==> config.mk <==
export PLATFORM = sky130hd
export DESIGN_NAME = uart_tx
export DESIGN_NICKNAME = d
export VERILOG_FILES = /design/src/rtl/uart_tx.sv
export SDC_FILE = /design/constraint.sdc
export NUM_CORES = 1
export LEC_CHECK = 0
export CELL_PAD_IN_SITES_DETAIL_PLACEMENT = 1
export CELL_PAD_IN_SITES_GLOBAL_PLACEMENT = 1
export CORE_AREA = 2 2 60 62
export CTS_CLUSTER_DIAMETER = 50
export DETAILED_ROUTE_END_ITERATION = 8
export DIE_AREA = 0 0 62 64
export PLACE_DENSITY_LB_ADDON = 0.1
export SLEW_MARGIN = 10
export SYNTH_ARGS = -nofsm -noshare
export SYNTH_HDL_FRONTEND = slang
export SYNTH_SLANG_ARGS = --single-unit
==> constraint.sdc <==
create_clock -name clk -period 1.8 [get_ports clk]
set_input_delay 0.27 -clock clk [delete_from_list [all_inputs] [get_ports clk]]
set_output_delay 0.27 -clock clk [all_outputs]
set_load 0.05 [all_outputs]
==> src/rtl/uart_tx.sv <==
// -----------------------------------------------------------------------------
// uart_tx
//
// UART transmitter. Serialises one NB_BIT-bit word per request into a frame:
// start bit (low), NB_BIT data bits LSB first, an optional even-parity bit,
// then SB_TICK ticks of stop (high). Bit timing comes from the shared baud
// generator enable s_tick, 16 ticks per bit. The frame format matches uart_rx.
//
// Parameters:
//   NB_BIT    - data bits per frame
//   SB_TICK   - stop length in ticks (16, 24, 32 = 1, 1.5, 2 stop bits)
//   PARITY_EN - 1 inserts an even-parity bit after the data, 0 omits it
//
// Ports:
//   clk          in   system clock, rising edge
//   reset        in   synchronous active-high reset
//   s_tick       in   one-cycle baud enable, 16 per bit period
//   tx_start     in   send request, only sampled in idle
//   din          in   NB_BIT word to send
//   tx           out  registered serial line, idles high
//   tx_busy      out  registered, high whenever not idle
//   tx_done_tick out  one-cycle pulse as the final stop tick is consumed
// -----------------------------------------------------------------------------
module uart_tx #(
    parameter int NB_BIT    = 8,
    parameter int SB_TICK   = 16,
    parameter int PARITY_EN = 1
) (
    input  logic              clk,
    input  logic              reset,
    input  logic              s_tick,
    input  logic              tx_start,
    input  logic [NB_BIT-1:0] din,
    output logic              tx,
    output logic              tx_busy,
    output logic              tx_done_tick
);

    localparam int NW = (NB_BIT > 1) ? $clog2(NB_BIT) : 1;

    localparam logic [4:0]    S_LAST_BIT  = 5'd15;
    localparam logic [4:0]    S_LAST_STOP = 5'(SB_TICK - 1);
    localparam logic [NW-1:0] N_LAST      = NW'(NB_BIT - 1);

    typedef enum logic [2:0] {
        ST_IDLE   = 3'd0,
        ST_START  = 3'd1,
        ST_DATA   = 3'd2,
        ST_PARITY = 3'd3,
        ST_STOP   = 3'd4
    } state_t;

    state_t            state_reg, state_next;
    logic [4:0]        s_reg, s_next;
    logic [NW-1:0]     n_reg, n_next;
    logic [NB_BIT-1:0] b_reg, b_next;
    logic              p_reg, p_next;
    logic              tx_reg, tx_next;
    logic              busy_reg, busy_next;

    // ------------------------------------------------------------------
    // State register
    // ------------------------------------------------------------------
    always_ff @(posedge clk) begin
        if (reset) begin
            state_reg <= ST_IDLE;
            s_reg     <= '0;
            n_reg     <= '0;
            b_reg     <= '0;
            p_reg     <= 1'b0;
            tx_reg    <= 1'b1;
            busy_reg  <= 1'b0;
        end else begin
            state_reg <= state_next;
            s_reg     <= s_next;
            n_reg     <= n_next;
            b_reg     <= b_next;
            p_reg     <= p_next;
            tx_reg    <= tx_next;
            busy_reg  <= busy_next;
        end
    end

    // ------------------------------------------------------------------
    // Next-state logic. Apart from idle -> start, nothing advances
    // without an s_tick.
    // ------------------------------------------------------------------
    always_comb begin
        state_next = state_reg;
        s_next     = s_reg;
        n_next     = n_reg;
        b_next     = b_reg;
        p_next     = p_reg;

        case (state_reg)
            ST_IDLE: begin
                if (tx_start) begin
                    b_next     = din;
                    p_next     = ^din;
                    s_next     = '0;
                    state_next = ST_START;
                end
            end

            ST_START: begin
                if (s_tick) begin
                    if (s_reg == S_LAST_BIT) begin
                        s_next     = '0;
                        n_next     = '0;
                        state_next = ST_DATA;
                    end else begin
                        s_next = s_reg + 5'd1;
                    end
                end
            end

            ST_DATA: begin
                if (s_tick) begin
                    if (s_reg == S_LAST_BIT) begin
                        s_next = '0;
                        b_next = b_reg >> 1;
                        n_next = n_reg + NW'(1);
                        if (n_reg == N_LAST) begin
                            state_next = (PARITY_EN != 0) ? ST_PARITY : ST_STOP;
                        end
                    end else begin
                        s_next = s_reg + 5'd1;
                    end
                end
            end

            ST_PARITY: begin
                if (s_tick) begin
                    if (s_reg == S_LAST_BIT) begin
                        s_next     = '0;
                        state_next = ST_STOP;
                    end else begin
                        s_next = s_reg + 5'd1;
                    end
                end
            end

            ST_STOP: begin
                if (s_tick) begin
                    if (s_reg == S_LAST_STOP) begin
                        s_next     = '0;
                        state_next = ST_IDLE;
                    end else begin
                        s_next = s_reg + 5'd1;
                    end
                end
            end

            default: begin
                state_next = ST_IDLE;
            end
        endcase
    end

    // ------------------------------------------------------------------
    // Output logic. The line level is decoded from the *next* state so
    // that the registered tx already shows the new bit on the same edge
    // the state changes (start bit visible one edge after tx_start).
    // ------------------------------------------------------------------
    always_comb begin
        tx_next = 1'b1;
        case (state_next)
            ST_IDLE:   tx_next = 1'b1;
            ST_START:  tx_next = 1'b0;
            ST_DATA:   tx_next = b_next[0];
            ST_PARITY: tx_next = p_next;
            ST_STOP:   tx_next = 1'b1;
            default:   tx_next = 1'b1;
        endcase

        busy_next    = (state_next != ST_IDLE);
        tx_done_tick = (state_reg == ST_STOP) && s_tick && (s_reg == S_LAST_STOP);
    end

    assign tx      = tx_reg;
    assign tx_busy = busy_reg;

endmodule

==> flow_summary.rst, run 1 <==
.. list-table::
   :header-rows: 1

   * - Metric
     - Value
   * - Most common library cell in the layout ignoring fill and taps
     - dfxtp_1
   * - Sort of element at the end of the critical path
     - register
   * - Number of clock sinks
     - 22
   * - Initial drt markers
     - 24
   * - Initial Util
     - 35.24%
   * - Worst skew pair latency
     - 330 ps
   * - Post-route antenna net violation count
     - 0
   * - Fmax
     - 560.9 MHz
   * - Crit path launch
     - s_reg[1]
   * - Max FFs per register
     - 8
   * - Area contributors post-synth
     - dfxtp_1 (38%), a22oi_1 (6.5%), xnor2_1 (6.1%)
   * - Biggest cell delay along the critical path
     - 380 ps
   * - Commonest cells after routing, fill and taps aside
     - dfxtp_1 (20), buf_4 (18), clkdlybuf4s50_1 (13)
   * - Routed wirelength normalized by instance count
     - between 10 and 15 microns
   * - Max Fanout on Critical Path
     - 6
   * - HPWL after detailed placement
     - 2016 microns
   * - Maximum number of pins on one net before global-route repair
     - 23
   * - Core box area
     - 3284 sq um
   * - Count of filler cells inserted in the layout
     - 400
   * - Worst vdd ir
     - 0.3494 mV
   * - Synthesized area
     - 1157 sq um
   * - Vias per cell
     - around 5.2
   * - H-Tree Level Count
     - 1
   * - Cell area reported after detailed placement
     - 1418 sq um
   * - Number of placed I/O pins
     - 15
   * - Max-cap check violation count
     - 0
   * - Crit Path Category
     - register to register
   * - Aggregate global routing overflow
     - 0
   * - Buffers & Inverters on Critical Path
     - 1
   * - Detailed Route WL
     - roughly 3000 microns
   * - Seq/Total Area, Yosys
     - 38.05%
   * - Post-detailed-route DRC marker count
     - 0
   * - First-pass GRT wire length
     - approximately 5200 microns
   * - Fraction of the core area covered by cells at the end of the flow
     - 48.91%
   * - Final setup violation count
     - 0
   * - TritonCTS buffer count
     - 3
   * - Die extent in x
     - 62 microns
   * - Final Hold Violating Endpoints
     - 0
   * - Growth of design area from synthesis to finish
     - 38.81%
   * - CTS root buffer
     - clkbuf_4
   * - Data required time at the worst endpoint
     - 2050 ps
   * - Setup skew after layout
     - 16.05 ps
   * - Number of antenna violations at the first check in global routing
     - 0
   * - Final-layout worst hold slack
     - about 470 ps
   * - Share of final-layout standard cells stronger than drive strength 1
     - 28.57%
   * - Category of cells accounting for the largest share of critical-path delay
     - simple AND/OR/NAND/NOR gates
   * - Mapped Avg Cell Area
     - between 8 and 9 sq um
   * - Tightest slew margin relative to the limit
     - between 60% and 70%
   * - Warnings, synthesis
     - 0
   * - Crit path max-delay cell type
     - dfxtp_2
   * - Number of iterations in the first detailed-routing pass
     - 2
   * - Height of the chip
     - 64 microns
   * - Number of max-slew violations in the final report
     - 0
   * - Result of the run
     - completed
   * - Routed vias
     - 1080
   * - Clock tree from TritonCTS
     - built
   * - Area leader, netlist
     - dfxtp_1
   * - GRT Resource Usage Total
     - 17.55%
   * - Proportion of synthesized flip-flops having asynchronous set or reset
     - 0%
   * - Design area
     - between 1500 and 2000 sq um
   * - Longest Clk Path Bufs
     - 2
   * - Worst setup timing slack at the placement stage
     - 25.86 ps
   * - Count of unique library cells instantiated by Yosys
     - 42
   * - Data arrival, critical path
     - between 2000 and 2500 ps
   * - Post-CTS Hold Buffers
     - 0
   * - Clock slew at reported path FFs
     - 140 ps
   * - Final Cycle Share
     - roughly 99%
   * - CP cell instances
     - ha_4, and4b_2, buf_6, and3_1, mux2i_2, o21ai_1, a21o_1
   * - Total power per unit cell area
     - 684.2 nW/um^2
   * - Number of register bits inferred by synthesis
     - 22
   * - Worst setup SP type
     - register
   * - Full die area
     - around 4000 sq um
   * - Post-Syn Nets
     - 147
   * - Area of the multi-input gates
     - roughly 730 sq um
   * - Launching point of the worst reg2reg path
     - s_reg[1]
   * - Post-route setup slack
     - about 17 ps
   * - Row count
     - 21
   * - Vias in the first global route
     - 1129
   * - Tightest Hold Check Type
     - register to register
   * - Mapped Cells
     - 132
   * - Number of antenna repair diodes
     - 0
   * - Final layout net count
     - approximately 180
   * - Transition at the pin with the smallest max-transition slack
     - 494.5 ps
   * - Count of input and output buffers
     - 14
   * - Post-synth top area share
     - 38.05%
   * - Hold_sp
     - b_reg[5]
   * - Clock period minus worst slack
     - 1783 ps
   * - Setup TNS
     - 0 ps
   * - Footprint of the flip-flops and latches
     - between 400 and 500 sq um
   * - Placer congestion estimate
     - 0.7548
   * - Reported leakage power
     - 0.0005750 uW
   * - Ys flop type
     - dfxtp_1
   * - Number of flops mapped to enable cells by yosys
     - 0
==> timing repair <==
| item | in CTS | in global routing |
|---|---|---|
| pin swaps | 1 | 2 |
| endpoints found under the setup margin | 1 | 15 |
| resized for setup | 5 | 14 |
| buffers inserted | 1 | 6 |
| endpoints found under the hold margin | 0 | 0 |
| gates cloned | 0 | 0 |
==> final cells by class <==
type | count | share of cell area (%)
multi-input combinational | 99 | 45.41
clock inverter | 1 | 1.869
timing repair buffer | 34 | 19.70
sequential | 22 | 27.57
inverter | 2 | 0.4673
clock buffer | 3 | 1.402
tap | 46 | 3.583
==> path summary, 6_finish.rpt <==
check                           cells past startpoint  slack [ps]       end
worst max-delay path                                7          20        tx
worst min-delay path                                2         470  b_reg[5]
worst max register to register                      7          20        tx
worst min register to register                      2         470  b_reg[5]
==> report_power, final <==
part	switching (uW)	internal [uW]
clock	167	225
combinational	90.7	96.5
sequential	13.5	506
==> metrics by stage <==
| step | power (uW) | std cells |
|---|---|---|
| 2_1_floorplan | 630.1 | 132 |
| 3_3_place_gp | 689.8 | 197 |
| 3_5_place_dp | 692.6 | 197 |
| 4_1_cts | 1079 | 201 |
| 5_1_grt | 1157 | 207 |
| 6_report | 1099 | 207 |
==> Yosys cell counts, types with 3 or more instances <==
library cell / number
ha_1: 3
a22oi_1: 10
mux2i_1: 3
clkbuf_1: 3
nand3_1: 5
nand2_1: 13
nor2_1: 10
dfxtp_1: 22
a21oi_1: 12
buf_4: 3
xnor2_1: 8
==> metal layers <==
layer / share of wire (%) / track usage, % / up-vias
met4: 3.2 / 8.245 / 0
met2: 52 / 28.52 / 16
met5: 0 / 0 / -
met3: 2.5 / 2.429 / 6
met1: 42 / 22.10 / 524
li1: - / - / 534
==> cell families after synthesis <==
group,count (synthesis),share of synthesized area (%)
fa+ha+maj,3,3.244
buf+inv,11,5.405
flops,22,38.05
simple gates,48,23.24
mux,3,2.595
xor+xnor,9,7.460
compound gates,36,20.00
==> worst register-to-register path: stages (launching register included) <==
cell	delay (ps)
dfxtp_2	380
ha_4	140
and4b_2	290
buf_6	140
and3_1	210
mux2i_2	290
o21ai_1	110
a21o_1	160
(Power assumes the default switching activity.)
==> run 2, diff against run 1 <==
--- a/config.mk
+++ b/config.mk
@@ -11,6 +11,7 @@
 export CTS_CLUSTER_DIAMETER = 50
 export DETAILED_ROUTE_END_ITERATION = 8
 export DIE_AREA = 0 0 62 64
+export MAX_ROUTING_LAYER = met4
 export PLACE_DENSITY_LB_ADDON = 0.1
 export SLEW_MARGIN = 10
 export SYNTH_ARGS = -nofsm -noshare
==> run 2 against run 1 <==
  * Utilization is the same
  * Cell count is the same
  * Critical endpoint unchanged
  * Count of clock-buffer cells in the layout is the same
  * Critical path depth is the same
  * Register-to-register slack is essentially flat
  * Non-clock buffer count is the same
  * Critical path type unchanged
  * Highest routed layer unchanged
  * Largest power group unchanged
  * Via count is essentially flat
  * Maximum frequency shrank 0.35%
  * Global-route usage grew 0.45 points
  * Largest cell class unchanged
==> flow_summary.rst, run 2 (same netlist as run 1, synthesis figures left out) <==
.. list-table::
   :header-rows: 1

   * - Metric
     - Value
   * - Result of the run
     - completed
   * - Most common library cell in the layout ignoring fill and taps
     - dfxtp_1
   * - HPWL after detailed placement
     - 2016 microns
   * - Total power draw
     - 1094 uW
   * - Number of antenna violations at the first check in global routing
     - 0
   * - Final Cycle Share
     - ~100%
   * - Final-layout worst hold slack
     - 464.1 ps
   * - Growth of design area from synthesis to finish
     - 38.81%
   * - Internal Power
     - 828.0 uW
   * - GRT Resource Usage Total
     - approximately 18%
   * - Reported leakage power
     - 0.0005750 uW
   * - Clock tree from TritonCTS
     - built
   * - Tightest slew margin relative to the limit
     - 66.93%
   * - Number of placed I/O pins
     - 15
   * - Worst vdd ir
     - between 0.3 and 0.4 mV
   * - Power dissipated by switching net loads
     - 266.1 uW
   * - Total power per unit cell area
     - 681.0 nW/um^2
   * - Data arrival, critical path
     - ~2000 ps
   * - Final setup violation count
     - 0
   * - Detailed Route WL
     - 2973 microns
   * - Commonest cells after routing, fill and taps aside
     - dfxtp_1 (20), buf_4 (18), clkdlybuf4s50_1 (13)
   * - Data required time at the worst endpoint
     - 2040 ps
   * - Initial drt markers
     - 36
   * - CTS root buffer
     - clkbuf_4
   * - Vias in the first global route
     - 1128
   * - Crit path launch
     - s_reg[1]
   * - Post-route antenna net violation count
     - 0
   * - Post-detailed-route DRC marker count
     - 0
   * - Fmax
     - 558.9 MHz
   * - Gate power share
     - 17.1%
   * - Hold_sp
     - b_reg[5]
   * - CP cell instances
     - ha_4, and4b_2, buf_6, and3_1, mux2i_2, o21ai_1, a21o_1
   * - Initial Util
     - 35.24%
   * - Maximum number of pins on one net before global-route repair
     - 23
   * - Final Hold Violating Endpoints
     - 0
   * - Critical path depth in cells
     - 7
   * - Number of iterations in the first detailed-routing pass
     - 4
   * - Max Fanout on Critical Path
     - 6
   * - Final layout net count
     - 177
   * - Routed vias
     - 1081
   * - Path depth of the worst reg2reg path
     - 7
   * - TritonCTS buffer count
     - 3
   * - Placer congestion estimate
     - 0.7645
   * - Worst skew pair latency
     - 320 ps
   * - Switching Share
     - 24.32%
   * - First-pass GRT wire length
     - 5175 microns
   * - Routed wirelength normalized by instance count
     - 14.36 microns
   * - Height of the chip
     - 64 microns
   * - Tightest Hold Check Type
     - register to register
   * - Crit Path Category
     - register to register
   * - Vias per cell
     - roughly 5.2
   * - Biggest cell delay along the critical path
     - 380 ps
   * - Number of max-slew violations in the final report
     - 0
   * - Max-cap check violation count
     - 0
   * - Row count
     - 21
   * - Clock share of power
     - 35.4%
   * - Setup skew after layout
     - roughly 11 ps
   * - Launching point of the worst reg2reg path
     - s_reg[1]
   * - Category of cells accounting for the largest share of critical-path delay
     - simple AND/OR/NAND/NOR gates
   * - Cell depth of the worst hold path
     - 2
   * - H-Tree Level Count
     - 1
   * - Sequential group share of total power
     - 47.5%
   * - Die extent in x
     - about 62 microns
   * - Aggregate global routing overflow
     - 0
   * - Crit path max-delay cell type
     - dfxtp_2
   * - Sort of element at the end of the critical path
     - register
   * - Buffers & Inverters on Critical Path
     - 1
   * - Longest Clk Path Bufs
     - 2
   * - Transition at the pin with the smallest max-transition slack
     - 494.5 ps
   * - Count of input and output buffers
     - 14
   * - Clock slew at reported path FFs
     - 130 ps
   * - Full die area
     - 3968 sq um
   * - Clock period minus worst slack
     - 1789 ps
   * - Worst setup SP type
     - register
   * - Share of final-layout standard cells stronger than drive strength 1
     - 28.57%
   * - Number of clock sinks
     - 22
   * - Number of antenna repair diodes
     - 0
   * - Max FFs per register
     - 8
   * - Core box area
     - 3284 sq um
[run 2: final cells by class]
cell class	instances	area (sq um)
Clock buffer	3	22.52
Clock inverter	1	30.03
Fill cell	400	1678
Inverter	2	7.507
Multi-Input combinational cell	99	729.5
Sequential cell	22	442.9
Tap cell	46	57.56
Timing Repair Buffer	34	316.6
[run 2: timing repair]
item                                    CTS  global route
hold buffers                              0             0
resized for setup                         5            14
pin swaps                                 1             2
endpoints found under the setup margin    1            15
buffers inserted                          1             6
[run 2: worst reg2reg max path, stage by stage (launching register included)]
cell and delay [ps]:
dfxtp_2 380, ha_4 140, and4b_2 290, buf_6 140
and3_1 210, mux2i_2 290, o21ai_1 110, a21o_1 160
[run 2: routing by layer]
metal | track usage, % | routed length [microns] | up-vias
met5 | - | 0 | -
met4 | 8.245 | 95 | 0
met3 | 2.429 | 74 | 6
met2 | 28.52 | 1543 | 16
met1 | 22.10 | 1260 | 525
li1 | - | - | 534
[run 2: worst paths after layout]
kind / end / slack, ps
max: tx / 10
min: b_reg[5] / 460
min reg2reg: b_reg[5] / 460
max reg2reg: tx / 10
[run 2: power by group through the flow]
| stage | Sequential [uW] | Clock [uW] | Combinational [uW] |
|---|---|---|---|
| 2_1_floorplan | 535 | 0 | 95.5 |
| 3_3_place_gp | 528 | 0 | 162 |
| 3_5_place_dp | 528 | 0 | 164 |
| 4_1_cts | 518 | 395 | 166 |
| 5_1_grt | 522 | 429 | 206 |
| 6_report | 520 | 388 | 187 |
[run 2: through the flow]
step	worst slack, ps	cells	area (sq um)	setup TNS [ps]	util, %
global placement	51.41	197	1418	0	43.16
floorplan	147.9	132	1160	0	-
finish	10.86	207	1607	0	48.91
detailed placement	25.86	197	1418	0	43.16
global route	-11.85	207	1607	-44.19	48.91
CTS	35.98	201	1481	0	45.10
==> run 3, diff against run 2 <==
==> constraint.sdc (replaced) <==
create_clock -name clk -period 1.8 [get_ports clk]
set_input_delay 0.27 -clock clk [delete_from_list [all_inputs] [get_ports clk]]
set_output_delay 0.27 -clock clk [all_outputs]
set_load 0.005 [all_outputs]
==> run 3 against run 2 <==
  * Sequential share of layout area up 1.6 points
  * Sequential cell count is the same
  * Cell count decreased by 1.4%
  * Global-route usage is 1.0 points lower
  * Clock skew shrank 2.7 ps
  * Combinational power decreased by 16%
  * Count of clock-buffer cells in the layout rose by 1
  * Total power shrank 12%
  * Final area shrank 5.3%
  * Maximum frequency is 4.0% higher
==> flow_summary.rst, run 3 (same netlist as run 1, synthesis figures left out) <==
.. list-table::
   :header-rows: 1

   * - Metric
     - Value
   * - Final Hold Violating Endpoints
     - 0
   * - Biggest cell delay along the critical path
     - 390 ps
   * - Gate power share
     - between 15 and 20%
   * - Commonest cells after routing, fill and taps aside
     - dfxtp_1 (19), buf_4 (16), nand2_1 (13), clkdlybuf4s50_1 (13), a21oi_1 (12)
   * - Post-detailed-route DRC marker count
     - 0
   * - Post-route antenna net violation count
     - 0
   * - Longest Clk Path Bufs
     - 2
   * - Area of the multi-input gates
     - 709.4 sq um
   * - Row count
     - 21
   * - Vias per cell
     - 5.098
   * - Worst setup SP type
     - register
   * - CP cell instances
     - ha_4, and4b_2, buf_6, nand3_4, a211o_4, a22oi_1, nor2_1
   * - Buffers & Inverters on Critical Path
     - 1
   * - First-pass GRT wire length
     - ~5000 microns
   * - Vias in the first global route
     - 1096
   * - Max Fanout on Critical Path
     - 7
   * - Setup skew after layout
     - 8.151 ps
   * - HPWL after detailed placement
     - 2068 microns
   * - Final layout net count
     - 174
   * - Number of antenna violations at the first check in global routing
     - 0
   * - Path depth of the worst reg2reg path
     - 7
   * - Clock period minus worst slack
     - roughly 1700 ps
   * - RSZ-0062 raised after global routing
     - true
   * - Die extent in x
     - slightly above 60 microns
   * - Share of final-layout standard cells stronger than drive strength 1
     - between 20 and 25%
   * - Category of cells accounting for the largest share of critical-path delay
     - compound AO/OA/AOI/OAI gates
   * - Routed vias
     - ~1.0k
   * - Sequential group share of total power
     - between 50% and 60%
   * - Data required time at the worst endpoint
     - 2010 ps
   * - Power dissipated by switching net loads
     - 248.2 uW
   * - Hold_sp
     - b_reg[3]
   * - Sort of element at the end of the critical path
     - register
   * - Instance count after placement with tap cells included
     - 198
   * - Final Cycle Share
     - 95.54%
   * - Transition at the pin with the smallest max-transition slack
     - 350.8 ps
   * - Placer congestion estimate
     - 0.8431
   * - Number of placed I/O pins
     - 15
   * - Post-CTS Hold Buffers
     - 0
   * - H-Tree Level Count
     - 1
   * - Final setup violation count
     - 0
   * - Worst-case register-to-register setup slack
     - 80 ps
   * - Max-cap check violation count
     - 0
   * - Count of filler cells inserted in the layout
     - 399
   * - Most common library cell in the layout ignoring fill and taps
     - dfxtp_1
   * - Switching Share
     - 25.76%
   * - Crit path max-delay cell type
     - a211o_4
   * - Hold Crit Endpoint
     - b_reg[3]
   * - Internal Power
     - ~720 uW
   * - Design area
     - 1521 sq um
   * - Clock tree from TritonCTS
     - built
   * - Reported leakage power
     - 0.0005477 uW
   * - Number of iterations in the first detailed-routing pass
     - 4
   * - GRT Resource Usage Total
     - 17.00%
   * - Maximum number of pins on one net before global-route repair
     - 23
   * - Max FFs per register
     - 8
   * - Final-layout worst hold slack
     - 467.1 ps
   * - Post-route setup slack
     - approximately 80 ps
   * - Height of the chip
     - 64 microns
   * - Number of clock sinks
     - 22
   * - Detailed Route WL
     - slightly below 3000 microns
   * - Data arrival, critical path
     - approximately 1900 ps
   * - Result of the run
     - completed
   * - Growth of design area from synthesis to finish
     - 31.46%
   * - Crit Path Category
     - register to register
   * - Cell depth of the worst hold path
     - 2
   * - Aggregate global routing overflow
     - 0
   * - Clock slew at reported path FFs
     - 130 ps
   * - TritonCTS buffer count
     - 3
   * - Initial drt markers
     - 20
   * - Footprint of the flip-flops and latches
     - 444.2 sq um
   * - Core box area
     - 3284 sq um
   * - Initial Util
     - 35.24%
   * - Launching point of the worst reg2reg path
     - s_reg[0]
   * - Count of input and output buffers
     - 14
   * - Cell area reported after detailed placement
     - 1413 sq um
   * - Total power per unit cell area
     - 633.2 nW/um^2
   * - Clock share of power
     - around 30%
   * - Tightest Hold Check Type
     - register to register
   * - Routed wirelength normalized by instance count
     - 14.19 microns
   * - Worst vdd ir
     - about 0.27 mV
   * - Cell Count, Final, Fillers Out
     - between 200 and 250
   * - Reg-to-reg critical path endpoint
     - b_reg[7]
   * - Tightest slew margin relative to the limit
     - 76.58%
   * - Full die area
     - roughly 4000 sq um
   * - Number of max-slew violations in the final report
     - 0
   * - CTS root buffer
     - clkbuf_4
   * - Fraction of the core area covered by cells at the end of the flow
     - between 40 and 50%
   * - Worst setup timing slack at the placement stage
     - -95.60 ps
   * - Worst skew pair latency
     - 320 ps
   * - Fmax
     - between 500 and 600 MHz
   * - Number of antenna repair diodes
     - 0
-- run 3: per-stage QoR --
step | power [uW] | setup TNS, ps
after floorplan | 619.3 | 0
after global placement | 680.5 | 0
after detailed placement | 684.2 | -461.6
after CTS | 978.5 | 0
after global routing | 1016 | -0.5653
final | 963.4 | 0
-- run 3: power groups by stage --
stage / combinational, uW / clock, uW / sequential, uW
2_1_floorplan: 95.5 / 0 / 524
3_3_place_gp: 152 / 0 / 528
3_5_place_dp: 155 / 0 / 529
4_1_cts: 159 / 301 / 519
5_1_grt: 176 / 319 / 522
6_report: 158 / 286 / 519
-- run 3: cell type report --
cell class                 instances  share of cell area (%)
multi-input combinational         99                   46.63
sequential                        22                   29.19
clock buffer                       4                   2.385
timing repair buffer              31                   17.52
inverter                           2                  0.4934
tap                               46                   3.783
-- run 3: worst max path at each step --
stage / start / to / slack [ps] / depth (start not counted)
after floorplan: s_reg[0] / tx / 150 / 7
after global placement: s_reg[1] / tx_done_tick / 8 / 5
after detailed placement: s_reg[0] / tx / -100 / 7
after CTS: s_reg[0] / tx / 0.2 / 7
after global routing: s_reg[0] / tx / -0.6 / 8
final: s_reg[0] / b_reg[7] / 80 / 7
-- run 3: worst register-to-register path: cells and delay by family (launching register included) --
family,cells,cell delay (ps)
AO/OA/AOI/OAI,2,580
AND/OR/NAND/NOR,3,390
flip-flops,1,380
adder cells (fa/ha/maj),1,140
buffers and inverters,1,140
-- run 3: per-layer routing --
layer / up-vias / wire length [microns] / track usage (%)
li1: 526 / - / -
met1: 498 / 1322 / 20.55
met2: 12 / 1460 / 28.26
met3: 4 / 71 / 1.822
met4: 0 / 40 / 6.383
met5: - / 0 / -
-- run 3: repair_timing --
item                       CTS  global route
setup endpoints to repair    6             9
setup buffers                1             1
pin swaps                    1             3
gates cloned                 0             0
resized for setup            8            10
